--- config.mk ---
export PLATFORM = sky130hd
export DESIGN_NAME = adc_scan_scheduler_flat
export DESIGN_NICKNAME = d
export VERILOG_FILES = /design/src/rtl/adc_scan_scheduler_if.sv /design/src/rtl/adc_scan_scheduler.sv /design/src/flat_wrapper.sv
export SDC_FILE = /design/constraint.sdc
export NUM_CORES = 1
export LEC_CHECK = 0
export ABC_AREA = 1
export BUFFER_PORTS_ARGS = -buffer_cell sky130_fd_sc_hd__buf_2
export CAP_MARGIN = 25
export CORE_MARGIN = 5
export CORE_UTILIZATION = 48
export DETAILED_ROUTE_END_ITERATION = 10
export HOLD_SLACK_MARGIN = 0.02
export PLACE_DENSITY = 0.77
export SLEW_MARGIN = 20
export SYNTH_ARGS = -nofsm -noshare
export SYNTH_HDL_FRONTEND = slang
export SYNTH_SLANG_ARGS = --single-unit
--- constraint.sdc ---
create_clock -name clk -period 4.35 [get_ports clk]
set_input_delay 0.6525 -clock clk [delete_from_list [all_inputs] [get_ports clk]]
set_output_delay 0.6525 -clock clk [all_outputs]
set_load 0.01 [all_outputs]
--- src/rtl/adc_scan_scheduler_if.sv ---
// Bundle of the scan scheduler's control, SPI and result-stream signals.
// master: the scheduler side.  slave: the side that drives control/ADC/consumer.
// With ADC_DIFF_EN defined the bundle also carries diff_mask [7:0].
interface adc_scan_scheduler_if;
  logic       start;
  logic       cont;
  logic [7:0] ch_en;
`ifdef ADC_DIFF_EN
  logic [7:0] diff_mask;
`endif
  logic       AD_CLK;
  logic       CS;
  logic       DIN;
  logic       DOUT;
  logic       res_valid;
  logic       res_ready;
  logic [2:0] res_ch;
  logic [9:0] res_data;
  logic       busy;

`ifdef ADC_DIFF_EN
  modport master (
    input  start, cont, ch_en, diff_mask, DOUT, res_ready,
    output AD_CLK, CS, DIN, res_valid, res_ch, res_data, busy
  );
  modport slave (
    output start, cont, ch_en, diff_mask, DOUT, res_ready,
    input  AD_CLK, CS, DIN, res_valid, res_ch, res_data, busy
  );
`else
  modport master (
    input  start, cont, ch_en, DOUT, res_ready,
    output AD_CLK, CS, DIN, res_valid, res_ch, res_data, busy
  );
  modport slave (
    output start, cont, ch_en, DOUT, res_ready,
    input  AD_CLK, CS, DIN, res_valid, res_ch, res_data, busy
  );
`endif
endinterface

--- src/rtl/adc_scan_scheduler.sv ---
// Round-robin scan scheduler for an 8-channel 10-bit SPI ADC.
// Each frame: CS low for one setup half period, 17 AD_CLK bits
// (start, SGL, D2..D0, sample, null, B9..B0), then CS high for CS_GAP half
// periods while the result is offered on a valid/ready stream.
// Optional macro ADC_DIFF_EN adds diff_mask: SGL = ~diff_mask[ch]; otherwise SGL=1.
module adc_scan_scheduler #(
  parameter int unsigned CLK_DIV = 27,  // clk cycles per AD_CLK half period
  parameter int unsigned CS_GAP  = 2    // half periods of CS high between frames
) (
  input  logic                 clk,
  input  logic                 rst,
  adc_scan_scheduler_if.master bus
);

  typedef enum logic [2:0] {
    S_IDLE,
    S_SETUP,
    S_SHIFT,
    S_HOLD,
    S_WAIT_ACK
  } state_t;

  // 17 bits, each a high half followed by a low half.
  localparam logic [11:0] DIV_LAST   = 12'(CLK_DIV - 1);
  localparam logic [5:0]  SHIFT_LAST = 6'd33;
  localparam logic [5:0]  GAP_LAST   = 6'(CS_GAP - 1);

  state_t      r_state;
  logic [11:0] r_div_cnt;
  logic [5:0]  r_half;        // half-period index within SHIFT or HOLD
  logic [2:0]  r_ptr;         // last channel started; round-robin search begins above it
  logic [2:0]  r_cur_ch;
  logic [7:0]  r_remaining;   // channels of the current pass not yet converted
  logic [4:0]  r_cmd;         // command bits still to send, MSB is on DIN
  logic [9:0]  r_shift;       // DOUT history; last ten rising edges are B9..B0
  logic        r_adclk;
  logic        r_cs;
  logic        r_res_valid;
  logic [2:0]  r_res_ch;
  logic [9:0]  r_res_data;
  logic        r_busy;

  logic        w_tick;
  logic        w_timed;
  logic        w_ack_done;
  logic        w_launch;
  logic [7:0]  w_cand;
  logic [2:0]  w_sel_ch;
  logic        w_sgl;

  // Lowest set bit of mask strictly above last, wrapping 7 -> 0.
  function automatic logic [2:0] rr_pick(input logic [7:0] mask, input logic [2:0] last);
    logic [2:0] c;
    logic       found;
    rr_pick = last;
    found   = 1'b0;
    for (int i = 1; i <= 8; i++) begin
      c = last + 3'(i);
      if (!found && mask[c]) begin
        rr_pick = c;
        found   = 1'b1;
      end
    end
  endfunction

  assign w_tick     = (r_div_cnt == DIV_LAST);
  assign w_timed    = (r_state == S_SETUP) || (r_state == S_SHIFT) || (r_state == S_HOLD);
  assign w_ack_done = !r_res_valid || bus.res_ready;
  assign w_sel_ch   = rr_pick(w_cand, r_ptr);

`ifdef ADC_DIFF_EN
  assign w_sgl = ~bus.diff_mask[w_sel_ch];
`else
  assign w_sgl = 1'b1;
`endif

  // Decide whether a frame starts now and which channels it may pick from.
  always_comb begin
    // NOTE: defaults first so no path leaves these unassigned (no latch).
    w_launch = 1'b0;
    w_cand   = 8'd0;
    case (r_state)
      S_IDLE: begin
        if ((bus.start || bus.cont) && (bus.ch_en != 8'd0)) begin
          w_launch = 1'b1;
          w_cand   = bus.ch_en;
        end
      end
      S_WAIT_ACK: begin
        if (w_ack_done && (bus.ch_en != 8'd0)) begin
          if ((r_remaining & bus.ch_en) != 8'd0) begin
            w_launch = 1'b1;
            w_cand   = r_remaining & bus.ch_en;
          end else if (bus.cont) begin
            w_launch = 1'b1;
            w_cand   = bus.ch_en;
          end
        end
      end
      default: ;
    endcase
  end

  // Half-period divider: runs only while a frame or CS gap is being timed.
  always_ff @(posedge clk or posedge rst) begin
    // NOTE: sequential state uses non-blocking assignments only.
    if (rst) begin
      r_div_cnt <= 12'd0;
    end else if (w_timed && !w_tick) begin
      r_div_cnt <= r_div_cnt + 12'd1;
    end else begin
      r_div_cnt <= 12'd0;
    end
  end

  // Frame sequencer with registered SPI, result and busy outputs.
  always_ff @(posedge clk or posedge rst) begin
    if (rst) begin
      r_state     <= S_IDLE;
      r_half      <= 6'd0;
      r_ptr       <= 3'd7;
      r_cur_ch    <= 3'd0;
      r_remaining <= 8'd0;
      r_cmd       <= 5'd0;
      r_shift     <= 10'd0;
      r_adclk     <= 1'b0;
      r_cs        <= 1'b1;
      r_res_valid <= 1'b0;
      r_res_ch    <= 3'd0;
      r_res_data  <= 10'd0;
      r_busy      <= 1'b0;
    end else begin
      if (r_res_valid && bus.res_ready) r_res_valid <= 1'b0;

      case (r_state)
        S_IDLE, S_WAIT_ACK: begin
          if (w_launch) begin
            r_state     <= S_SETUP;
            r_busy      <= 1'b1;
            r_cs        <= 1'b0;
            r_adclk     <= 1'b0;
            r_half      <= 6'd0;
            r_cur_ch    <= w_sel_ch;
            r_ptr       <= w_sel_ch;
            r_remaining <= w_cand & ~(8'd1 << w_sel_ch);
            r_cmd       <= {1'b1, w_sgl, w_sel_ch};
          end else if ((r_state == S_WAIT_ACK) && w_ack_done) begin
            r_state <= S_IDLE;
            r_busy  <= 1'b0;
          end
        end

        S_SETUP: begin
          if (w_tick) begin
            r_state <= S_SHIFT;
            r_half  <= 6'd0;
            r_adclk <= 1'b1;
            r_shift <= {r_shift[8:0], bus.DOUT};
          end
        end

        S_SHIFT: begin
          if (w_tick) begin
            if (r_half == SHIFT_LAST) begin
              r_state <= S_HOLD;
              r_half  <= 6'd0;
              r_cs    <= 1'b1;
            end else begin
              r_half  <= r_half + 6'd1;
              r_adclk <= ~r_adclk;
              // DIN advances on falling edges; DOUT is captured on rising edges.
              if (r_adclk) r_cmd   <= {r_cmd[3:0], 1'b0};
              else         r_shift <= {r_shift[8:0], bus.DOUT};
            end
          end
        end

        S_HOLD: begin
          // First cycle after HOLD entry: present the finished conversion.
          if ((r_half == 6'd0) && (r_div_cnt == 12'd0)) begin
            r_res_valid <= 1'b1;
            r_res_ch    <= r_cur_ch;
            r_res_data  <= r_shift;
          end
          if (w_tick) begin
            if (r_half == GAP_LAST) begin
              r_state <= S_WAIT_ACK;
              r_half  <= 6'd0;
            end else begin
              r_half <= r_half + 6'd1;
            end
          end
        end

        default: begin
          r_state <= S_IDLE;
          r_busy  <= 1'b0;
          r_cs    <= 1'b1;
        end
      endcase
    end
  end

  assign bus.AD_CLK    = r_adclk;
  assign bus.CS        = r_cs;
  assign bus.DIN       = r_cmd[4];
  assign bus.res_valid = r_res_valid;
  assign bus.res_ch    = r_res_ch;
  assign bus.res_data  = r_res_data;
  assign bus.busy      = r_busy;

endmodule

--- src/flat_wrapper.sv ---
// flat-port wrapper written by rule: the top's interface ports become plain ports
module adc_scan_scheduler_flat 
#(
  parameter int unsigned CLK_DIV = 27,                                      
  parameter int unsigned CS_GAP  = 2                                             
)
  (clk, rst, bus_start, bus_cont, bus_ch_en, bus_DOUT, bus_res_ready, bus_AD_CLK, bus_CS, bus_DIN, bus_res_valid, bus_res_ch, bus_res_data, bus_busy);
  adc_scan_scheduler_if bus_i ();
  input  logic clk;
  input  logic rst;
  input wire logic [$bits(bus_i.start)-1:0] bus_start;
  input wire logic [$bits(bus_i.cont)-1:0] bus_cont;
  input wire logic [$bits(bus_i.ch_en)-1:0] bus_ch_en;
  input wire logic [$bits(bus_i.DOUT)-1:0] bus_DOUT;
  input wire logic [$bits(bus_i.res_ready)-1:0] bus_res_ready;
  output wire logic [$bits(bus_i.AD_CLK)-1:0] bus_AD_CLK;
  output wire logic [$bits(bus_i.CS)-1:0] bus_CS;
  output wire logic [$bits(bus_i.DIN)-1:0] bus_DIN;
  output wire logic [$bits(bus_i.res_valid)-1:0] bus_res_valid;
  output wire logic [$bits(bus_i.res_ch)-1:0] bus_res_ch;
  output wire logic [$bits(bus_i.res_data)-1:0] bus_res_data;
  output wire logic [$bits(bus_i.busy)-1:0] bus_busy;
  assign bus_i.start = bus_start;
  assign bus_i.cont = bus_cont;
  assign bus_i.ch_en = bus_ch_en;
  assign bus_i.DOUT = bus_DOUT;
  assign bus_i.res_ready = bus_res_ready;
  assign bus_AD_CLK = bus_i.AD_CLK;
  assign bus_CS = bus_i.CS;
  assign bus_DIN = bus_i.DIN;
  assign bus_res_valid = bus_i.res_valid;
  assign bus_res_ch = bus_i.res_ch;
  assign bus_res_data = bus_i.res_data;
  assign bus_busy = bus_i.busy;
  adc_scan_scheduler #(.CLK_DIV(CLK_DIV), .CS_GAP(CS_GAP)) u_core (.clk(clk), .rst(rst), .bus(bus_i));
endmodule
==> flow_summary.yaml, run 1 <==
status:
  status: "finished clean"
drt:
  drt-total-wl_mm: 9.77
  wl_per_cell_um: 13.4
  first_iter_violations: 240
  ant_nets: 0
  firstDrtPassIters: 5
  route.detailed.drc: 0
  vias_per_cell: 5.36
  vias: 3911
floorplan:
  die_y_um: 103
  dieArea_um2: 10700
  ios: 32
  core_um2: 8640
  num_rows: 34
  initial_core_util: 0.486
  die_w_um: 103
cts:
  cts.sinks: 67
  cts_resized: 0
  cts.htree.levels: 3
  cts_tree: "done"
  numCtsBuffers: 9
  clk_latency_ps: 350
  postCtsHoldBufs: 0
  clk_pin_slew_ps: 70
  clock_path_buffers: 2
  cts_setup_buffers: 0
  root_buffer: "clkbuf_8"
yosys:
  ys_seq_area_frac: 0.401
  yosys.area_share.adder: 0.0239
  synth_edf_count: 0
  synthesis.nets: 605
  syn-instance-count: 583
  yosys.area_share.xor_xnor: 0.00626
  yosysWarnings: 0
  synth_ff_type: "dfrtp_1"
  ys_async_sr_fraction: 1.00
  synth.avg_cell_area_um2: 7.20
  netlist_area_um2: 4200
  synth_compound_area_frac: 0.0778
  ys_ff_latch: 67
  synth.distinct_cells: 41
  synth_top_family_by_area: "simple AND/OR/NAND/NOR gates"
  synth_mux_area_frac: 0.00537
  synth-simple-area-share: 0.406
place:
  globalplace.congestion: 1.01
  pre_cts_ws_ps: 1190
  dp_hpwl_mm: 7.31
  placed_cells: 713
  io_buffers: 31
sta:
  max_freq_mhz: 312
  timing.setup.tns_ps: 0
  setup_violations: 0
  rsz0062_at_grt: "false"
  fin_ws_ps: 1140
  worst_slew_margin_rel: 0.389
  tightest_slew_ps: 910
  hold_violations: 0
  period_share: 0.738
  post-route-min-period_ps: 3210
  slew_violations: 0
  skew_ps: 10.6
final_layout:
  seqCellArea_um2: 1680
  fin_cells: 729
  drive_gt1_frac: 0.148
  syn_to_final_growth_pct: 10.8
  multi_input_comb_area_um2: 2180
  final_common_cell: "nand2_1"
  fillers: 827
  final_cell_mix: "nand2_1 (178), nand3_1 (74), inv_1 (66)"
  antennaDiodeCount: 0
  post-route-util: 0.538
  finalNetCount: 638
worst_setup_path:
  crit_path_frequent_cell: "nand2_1"
  required_ps: 4600
  cp_num_buf_inv: 3
  rrSetupSlack_ps: 1140
  cp_cell_sequence: "inv_1 -> ha_1 -> inv_1 -> nand3_1 -> nand3_1 -> nand2_1 -> nand3_4 -> nor3_2 -> nand4_1 -> nand2_2 -> inv_2 -> nor2_2 -> nand2_1 -> nand2_1 -> nand2_1"
  rr_worst_depth: 15
  reg2reg_from: "u_core.r_ptr[0]"
  crit_type: "flip-flop to flip-flop"
  worstSetupStartpointType: "flip-flop"
  r2r_end: "u_core.r_remaining[5]"
  cp_max_fo: 14
  cp_top_family: "simple AND/OR/NAND/NOR gates"
  cp.arrival_ps: 3450
  cpPeakStageDelay_ps: 660
  crit_slowest_cell: "dfstp_2"
  critPathCaptureType: "flip-flop"
min_path:
  hold_start: "u_core.r_div_cnt[0]"
  hp-class: "flip-flop to flip-flop"
  worstHoldPathCells: 1
  hold_path_end: "u_core.r_div_cnt[0]"
global_routing:
  grt_pass1_vias: 3693
  grt_pass1_wl_mm: 16.7
  antenna_found_initial: 0
  use_met2: 0.319
  grt-ovfl-total: 0
  top_usage_layer: "met2"
  grt_max_degree: 68
  grt_use_total: 0.197
  met3_usage: 0.0369
  use_met1: 0.257
job:
  drv_cap: 0
cells in the mapped netlist (4+ instances only):
cell type  instances  area (µm²)
dfrtp_1           63        1580
nand3_2            6        60.1
ha_1               8         100
nor2_4             4        45.0
nand4_1            9        56.3
nor2_1            35         131
nand2_2            8        50.1
nand2_1          178         668
nor3b_1            8        60.1
nand3_1           74         370
clkbuf_1           8        30.0
dfstp_2            4         105
nor3_1            12        60.1
inv_1             67         251
o21ai_0           39         195
a21oi_1           13        65.1
inv_2              7        26.3
cell type report:
| class | count | share of cell area |
|---|---|---|
| multi-input combinational | 428 | 0.469 |
| sequential | 67 | 0.362 |
| timing repair buffer | 33 | 0.0366 |
| inverter | 77 | 0.0622 |
| clock inverter | 6 | 0.0140 |
| clock buffer | 10 | 0.0275 |
| tap | 108 | 0.0291 |
flip-flops by register name, indices dropped and copies added, names as in the netlist:
name and count:
u_core.r_cmd 5, u_core.bus.busy 1, u_core.bus.res_valid 1, u_core.bus.res_data 10, u_core.r_half 6, u_core.r_ptr 3, u_core.r_div_cnt 12, u_core.bus.res_ch 3
u_core.r_cur_ch 3, u_core.bus.CS 1, u_core.r_state 3, u_core.r_remaining 8, u_core.r_shift 10, u_core.bus.AD_CLK 1
cells by family (layout without fill, tap and decap cells):
| group | Yosys count | after routing |
|---|---|---|
| flops | 67 | 67 |
| xor+xnor | 3 | 3 |
| simple gates | 354 | 354 |
| compound gates | 61 | 61 |
| mux | 2 | 2 |
| buf+inv | 88 | 126 |
| fa+ha+maj | 8 | 8 |
metal layers:
metal	vias to the layer above	routed length (µm)
met1	1805	4270
met4	0	272
met3	27	595
li1	1955	-
met2	124	4630
met5	-	0
through the flow:
step	instance area (µm²)	hold slack (ps)
2_1_floorplan	4200	432
3_3_place_gp	4460	446
3_5_place_dp	4460	470
4_1_cts	4650	489
5_1_grt	4650	508
6_report	4650	485
worst max path at each step:
stage / start / end / slack (ps) / cells past startpoint
2_1_floorplan: u_core.r_ptr[1] / u_core.r_remaining[0] / 1450 / 19
6_report: u_core.r_ptr[0] / u_core.r_remaining[5] / 1140 / 15
3_3_place_gp: bus_ch_en[4] / u_core.r_remaining[5] / 1170 / 19
5_1_grt: u_core.r_ptr[0] / u_core.r_remaining[1] / 880 / 20
3_5_place_dp: bus_ch_en[4] / u_core.r_remaining[5] / 1190 / 19
4_1_cts: u_core.r_ptr[0] / u_core.r_remaining[5] / 1190 / 15
Power of run 1 is left out: the tool's default activity adds up to more than one toggle a clock period on the data nets, which glitch-free logic cannot reach.
==> run 2, diff against run 1 <==
--- a/config.mk
+++ b/config.mk
@@ -5,7 +5,7 @@
 export SDC_FILE = /design/constraint.sdc
 export NUM_CORES = 1
 export LEC_CHECK = 0
-export ABC_AREA = 1
+export ABC_AREA = 0
 export BUFFER_PORTS_ARGS = -buffer_cell sky130_fd_sc_hd__buf_2
 export CAP_MARGIN = 25
 export CORE_MARGIN = 5
==> constraint.sdc (replaced) <==
create_clock -name clk -period 3 [get_ports clk]
set_input_delay 0.45 -clock clk [delete_from_list [all_inputs] [get_ports clk]]
set_output_delay 0.45 -clock clk [all_outputs]
set_load 0.01 [all_outputs]
==> run 2 against run 1 <==
The run now ends with negative setup slack left. Sequential share of layout area is 11 points lower. Non-clock buffer count is 143 higher. Largest cell class unchanged. Critical path type unchanged. Final area is 42% higher. Clock-buffer cell count is 2 higher. Core utilization is 17 points higher.
==> flow_summary.yaml, run 2 <==
worst_setup_path:
  worstSetupStartpointType: "flip-flop"
  crit_path_start: "u_core.r_state[1]"
  reg2reg_from: "u_core.r_state[1]"
  crit_type: "flip-flop to flip-flop"
  critPathCaptureType: "flip-flop"
  rr_worst_depth: 15
  cp_cell_sequence: "or3b_4 -> nor2_8 -> nand4_4 -> buf_4 -> a311oi_2 -> buf_4 -> o32ai_2 -> nor2b_1 -> o21ba_4 -> nand4_4 -> o21ba_4 -> o32ai_4 -> buf_6 -> nor2_4 -> a221o_1"
  cp_max_fo: 5
  required_ps: 3220
  r2r_end: "u_core.r_remaining[6]"
  rrSetupSlack_ps: -500
  cp.arrival_ps: 3720
  cpPeakStageDelay_ps: 470
  crit_slowest_cell: "or3b_4"
floorplan:
  num_rows: 35
  core_um2: 9330
  die_y_um: 108
  die_w_um: 108
  initial_core_util: 0.496
  ios: 32
  dieArea_um2: 11700
yosys:
  ys_ff_latch: 67
  syn-instance-count: 498
  ys_top_cells_by_area: "dfrtp_1 (34%), mux2_2 (7.1%), nor2_1 (4.0%)"
  ys_seq_area_frac: 0.364
  synthesis.nets: 520
  synth_most_common_cell: "dfrtp_1"
  synth.distinct_cells: 86
  synth.top_cell.area_share: 0.341
  yosysWarnings: 0
  synth_top_area_cell: "dfrtp_1"
  synth_ff_type: "dfrtp_1"
  synth_edf_count: 0
  ys_async_sr_fraction: 1.00
  synth_common_cells: "dfrtp_1 (63), nor2_1 (49), nand2_1 (35)"
  netlist_area_um2: 4620
  synth.avg_cell_area_um2: 9.29
final_layout:
  largest_register: "u_core.r_div_cnt"
  drive_gt1_frac: 0.468
  largest_reg_flops: 12
  finalNetCount: 681
  design_area_um2: 6600
  syn_to_final_growth_pct: 42.8
  final_cell_mix: "buf_4 (127), dfrtp_1 (63), nor2_1 (46)"
  final_common_cell: "buf_4"
  antennaDiodeCount: 0
  post-route-util: 0.708
place:
  io_buffers: 31
  dp_hpwl_mm: 10.6
  placed_area_um2: 5780
  globalplace.congestion: 0.968
  pre_cts_ws_ps: -744
drt:
  vias: 4801
  ant_nets: 0
  wl_per_cell_um: 18.9
  vias_per_cell: 6.06
  route.detailed.drc: 0
  first_iter_violations: 365
  firstDrtPassIters: 5
  drt-total-wl_mm: 15.0
global_routing:
  antenna_found_initial: 0
  grt_use_total: 0.275
  grt-ovfl-total: 0
  grt_pass1_wl_mm: 25.3
  grt_max_degree: 25
  grt_pass1_vias: 5054
status:
  violations: "negative setup slack"
  status: "finished, violations left"
cts:
  clk_latency_ps: 340
  cts.sinks: 67
  root_buffer: "clkbuf_8"
  clock_path_buffers: 2
  numCtsBuffers: 9
  cts.htree.levels: 3
  clk_pin_slew_ps: 70
  cts_tree: "done"
sta:
  rsz0062_at_grt: "true"
  slew_violations: 0
  setup_violations: 17
  max_freq_mhz: 285
  fin_ws_ps: -504
  post-route-min-period_ps: 3500
  tightest_slew_ps: 976
  period_share: 1.17
  worst_slew_margin_rel: 0.345
  hold_violations: 0
  skew_ps: 8.88
job:
  drv_cap: 0
pwr:
  p_leak_nw: 3.01
  p_per_area_nw_per_um2: 1270
  p_total_mw: 8.36
  peakVddDrop_mv: 0.649
min_path:
  hp-class: "primary input to asynchronous set/reset pin"
==> run 2: changes by cell type after synthesis, moves of 9 or more <==
cell,change
nand2_1,-143
xor2_1,+10
nor2_1,+14
nand3_1,-62
mux2i_1,+9
inv_1,-48
a21oi_1,+17
mux2_2,+27
==> run 2: report_power, final <==
part	internal, mW	switching, mW	total, mW	leakage [nW]
clock network	0.314	0.316	0.630	0.0860
logic	3.20	3.28	6.48	2.06
registers	1.11	0.140	1.25	0.868
total	4.62	3.74	8.36	3.01
==> run 2: worst max-delay path by stage <==
stage,end,slack (ps)
after CTS,u_core.r_remaining[6],-430
after global routing,u_core.r_remaining[6],-620
after detailed placement,u_core.r_remaining[5],-740
after global placement,u_core.r_remaining[6],-680
after floorplan,u_core.r_remaining[6],-330
final,u_core.r_remaining[6],-500
==> run 2: layout make-up <==
class	count	area, µm²
clock buffer	12	145
clock inverter	3	15.0
fill	650	2730
inverter	21	82.6
multi-input combinational	384	3210
sequential	67	1680
tap	129	161
timing repair buffer	176	1310
==> run 2: routing by layer <==
layer / wire length [µm] / global-route usage / vias to the layer above / share of wire
met1: 5940 / 0.339 / 2359 / 0.40
met4: 548 / 0.127 / 0 / 0.037
met3: 1180 / 0.0597 / 56 / 0.078
met2: 7310 / 0.461 / 211 / 0.49
met5: 0 / 0 / - / 0
li1: - / - / 2175 / -
==> run 2: logic make-up after synthesis <==
group / share of synthesized area
adders and majority gates: 0.0216
and+or+nand+nor: 0.183
DFF: 0.364
muxes: 0.0950
xor gates and xnor gates: 0.0338
AOI/OAI and AO/OA: 0.254
buffers and inverters: 0.0484
==> run 2: what timing repair did <==
action                                  in CTS  in global routing
hold buffers                                 0                  0
endpoints found under the setup margin      17                 19
pin swaps                                   37                 23
cloned                                       1                  0
gates resized for setup                     82                 16
buffers inserted                            22                  8
==> run 2: critical path, delay by kind of cell (launching register included) <==
kind	cells	cell delay [ps]
AO/OA/AOI/OAI	6	1280
buffers and inverters	3	570
flip-flops	1	410
AND/OR/NAND/NOR	6	1120
==> run 2: metrics by stage <==
stage / std cells / setup TNS [ps] / hold slack, ps
floorplan: 498 / -3210 / 442
global placement: 749 / -9620 / 458
detailed placement: 749 / -10680 / 471
CTS: 786 / -5690 / 137
global route: 792 / -8400 / 169
finish: 792 / -6700 / 136
No activity file was read; power rests on OpenSTA's default activity.
==> run 3, diff against run 2 <==
--- a/config.mk
+++ b/config.mk
@@ -9,10 +9,10 @@
 export BUFFER_PORTS_ARGS = -buffer_cell sky130_fd_sc_hd__buf_2
 export CAP_MARGIN = 25
 export CORE_MARGIN = 5
-export CORE_UTILIZATION = 48
+export CORE_UTILIZATION = 31
 export DETAILED_ROUTE_END_ITERATION = 10
 export HOLD_SLACK_MARGIN = 0.02
-export PLACE_DENSITY = 0.77
+export PLACE_DENSITY = 0.58
 export SLEW_MARGIN = 20
 export SYNTH_ARGS = -nofsm -noshare
 export SYNTH_HDL_FRONTEND = slang
==> run 3 against run 2 <==
The run still ends with negative setup slack left. Fmax rose by 0.61%. Combinational power fell by 11%. Total power fell by 1.9%. Sequential share of layout area rose by 0.37 points. Clock skew barely moved. Via count fell by 5.6%. Wire length fell by 4.6%. Non-clock buffer count fell by 21. Final area fell by 1.3%.
==> flow_summary.yaml, run 3 (synthesis gave the netlist of run 2 again) <==
worst_setup_path:
  cp_cell_sequence: "or3b_4 -> nor2_8 -> buf_4 -> nand2_1 -> o32a_1 -> o21ai_0 -> a221o_1 -> o21ai_1 -> and3_1 -> a41o_1 -> o32ai_4 -> buf_6 -> nor2_2 -> a221o_1"
  crit_path_frequent_cell: "a221o_1"
  rr_worst_depth: 14
  cp.arrival_ps: 3690
  crit_path_start: "u_core.r_state[0]"
  worstSetupStartpointType: "flip-flop"
  cp_num_cells: 14
  crit_type: "flip-flop to flip-flop"
  cp_num_buf_inv: 2
  rrSetupSlack_ps: -480
  cp_max_fo: 7
  r2r_end: "u_core.r_remaining[6]"
  crit_slowest_cell: "or3b_4"
  critPathCaptureType: "flip-flop"
  endpoint: "u_core.r_remaining[6]"
  cp_top_family: "compound AO/OA/AOI/OAI gates"
  required_ps: 3210
  reg2reg_from: "u_core.r_state[0]"
  cpPeakStageDelay_ps: 450
cts:
  cts.sinks: 67
  cts.htree.levels: 3
  cts_tree: "done"
  clk_latency_ps: 330
  clock_path_buffers: 2
  numCtsBuffers: 9
  clk_pin_slew_ps: 60
  postCtsHoldBufs: 0
  root_buffer: "clkbuf_16"
pwr:
  p_per_area_nw_per_um2: 1260
  p_leak_nw: 2.95
  peakVddDrop_mv: 0.484
  p_total_mw: 8.20
sta:
  fin_ws_ps: -483
  rsz0062_at_grt: "true"
  hold_violations: 0
  max_freq_mhz: 287
  period_share: 1.16
  slew_violations: 0
  post-route-min-period_ps: 3480
  tightest_slew_ps: 956
  worst_slew_margin_rel: 0.359
  skew_ps: 8.63
  timing.setup.tns_ps: -6300
  setup_violations: 17
min_path:
  hp-class: "primary input to asynchronous set/reset pin"
place:
  dp_hpwl_mm: 10.8
  placed_area_um2: 5800
  io_buffers: 31
  globalplace.congestion: 0.976
global_routing:
  antenna_found_initial: 0
  grt-ovfl-total: 0
  grt_pass1_vias: 4654
  grt_use_total: 0.163
  grt_pass1_wl_mm: 23.6
  grt_max_degree: 41
floorplan:
  num_rows: 44
  core_um2: 14600
  initial_core_util: 0.317
  dieArea_um2: 17500
  ios: 32
  die_w_um: 132
  die_y_um: 132
drt:
  vias_per_cell: 5.48
  drt-total-wl_mm: 14.3
  route.detailed.drc: 0
  wl_per_cell_um: 17.3
  ant_nets: 0
  firstDrtPassIters: 5
  vias: 4532
  first_iter_violations: 330
final_layout:
  design_area_um2: 6520
  antennaDiodeCount: 0
  syn_to_final_growth_pct: 40.9
  largest_register: "u_core.r_div_cnt"
  final_cell_mix: "buf_4 (116), dfrtp_1 (61), nor2_1 (47)"
  final_common_cell: "buf_4"
  finalNetCount: 660
  largest_reg_flops: 12
  post-route-util: 0.447
  drive_gt1_frac: 0.442
job:
  drv_cap: 0
status:
  status: "finished, violations left"
  violations: "negative setup slack"
## run 3: changes by cell type in the layout (fill, tap and decap cells not counted), moves of 3 or more
cell and delta:
buf_6 -12, buf_4 -11, clkbuf_16 +9, clkbuf_8 -9, clkinv_2 -4, a211oi_2 +3, a211oi_4 -3, a21oi_2 -3
inv_6 +3
## run 3: timing repair
item	4_1_cts	5_1_grt
pin swaps	28	11
setup buffers	12	1
gates cloned	1	0
setup endpoints to repair	17	17
gates resized for setup	50	14
## run 3: area by class of cell
class | instances | area (µm²)
inverters | 21 | 83.8
repair buffers | 155 | 1120
clock buffers | 10 | 239
flip-flops and latches | 67 | 1680
well taps | 184 | 230
clock inverters | 6 | 95.1
fillers | 1381 | 8070
multi-input cells | 384 | 3070
## run 3: per-stage QoR
step	setup WS, ps	std cells	hold slack [ps]
after CTS	-468	826	340
after detailed placement	-716	797	473
after floorplan	-327	498	442
after global placement	-704	797	472
final	-483	827	289
after global routing	-609	827	368
## run 3: worst min-delay path by stage
stage	from	endpoint	slack (ps)	cells past startpoint
after floorplan	u_core.r_cur_ch[0]	u_core.r_cur_ch[0]	440	2
after global placement	u_core.r_cur_ch[0]	u_core.r_cur_ch[0]	470	2
after detailed placement	u_core.r_cur_ch[0]	u_core.r_cur_ch[0]	470	2
after CTS	rst	u_core.bus.res_data[7]	340	2
after global routing	bus_DOUT	u_core.r_shift[0]	370	2
final	rst	u_core.r_shift[8]	290	2
## run 3: layer usage
layer  share of wire  global-route usage  routed length (µm)  up-vias
li1                -                   -                   -     2138
met1            0.45               0.222                6460     2213
met2            0.47               0.261                6660      147
met3           0.052              0.0263                 746       34
met4           0.029              0.0606                 420        0
met5               0                   0                   0        -
## run 3: where the power goes
part	internal (mW)	switching, mW
sequential	1.11	0.141
clock	0.760	0.405
combinational	2.80	2.98
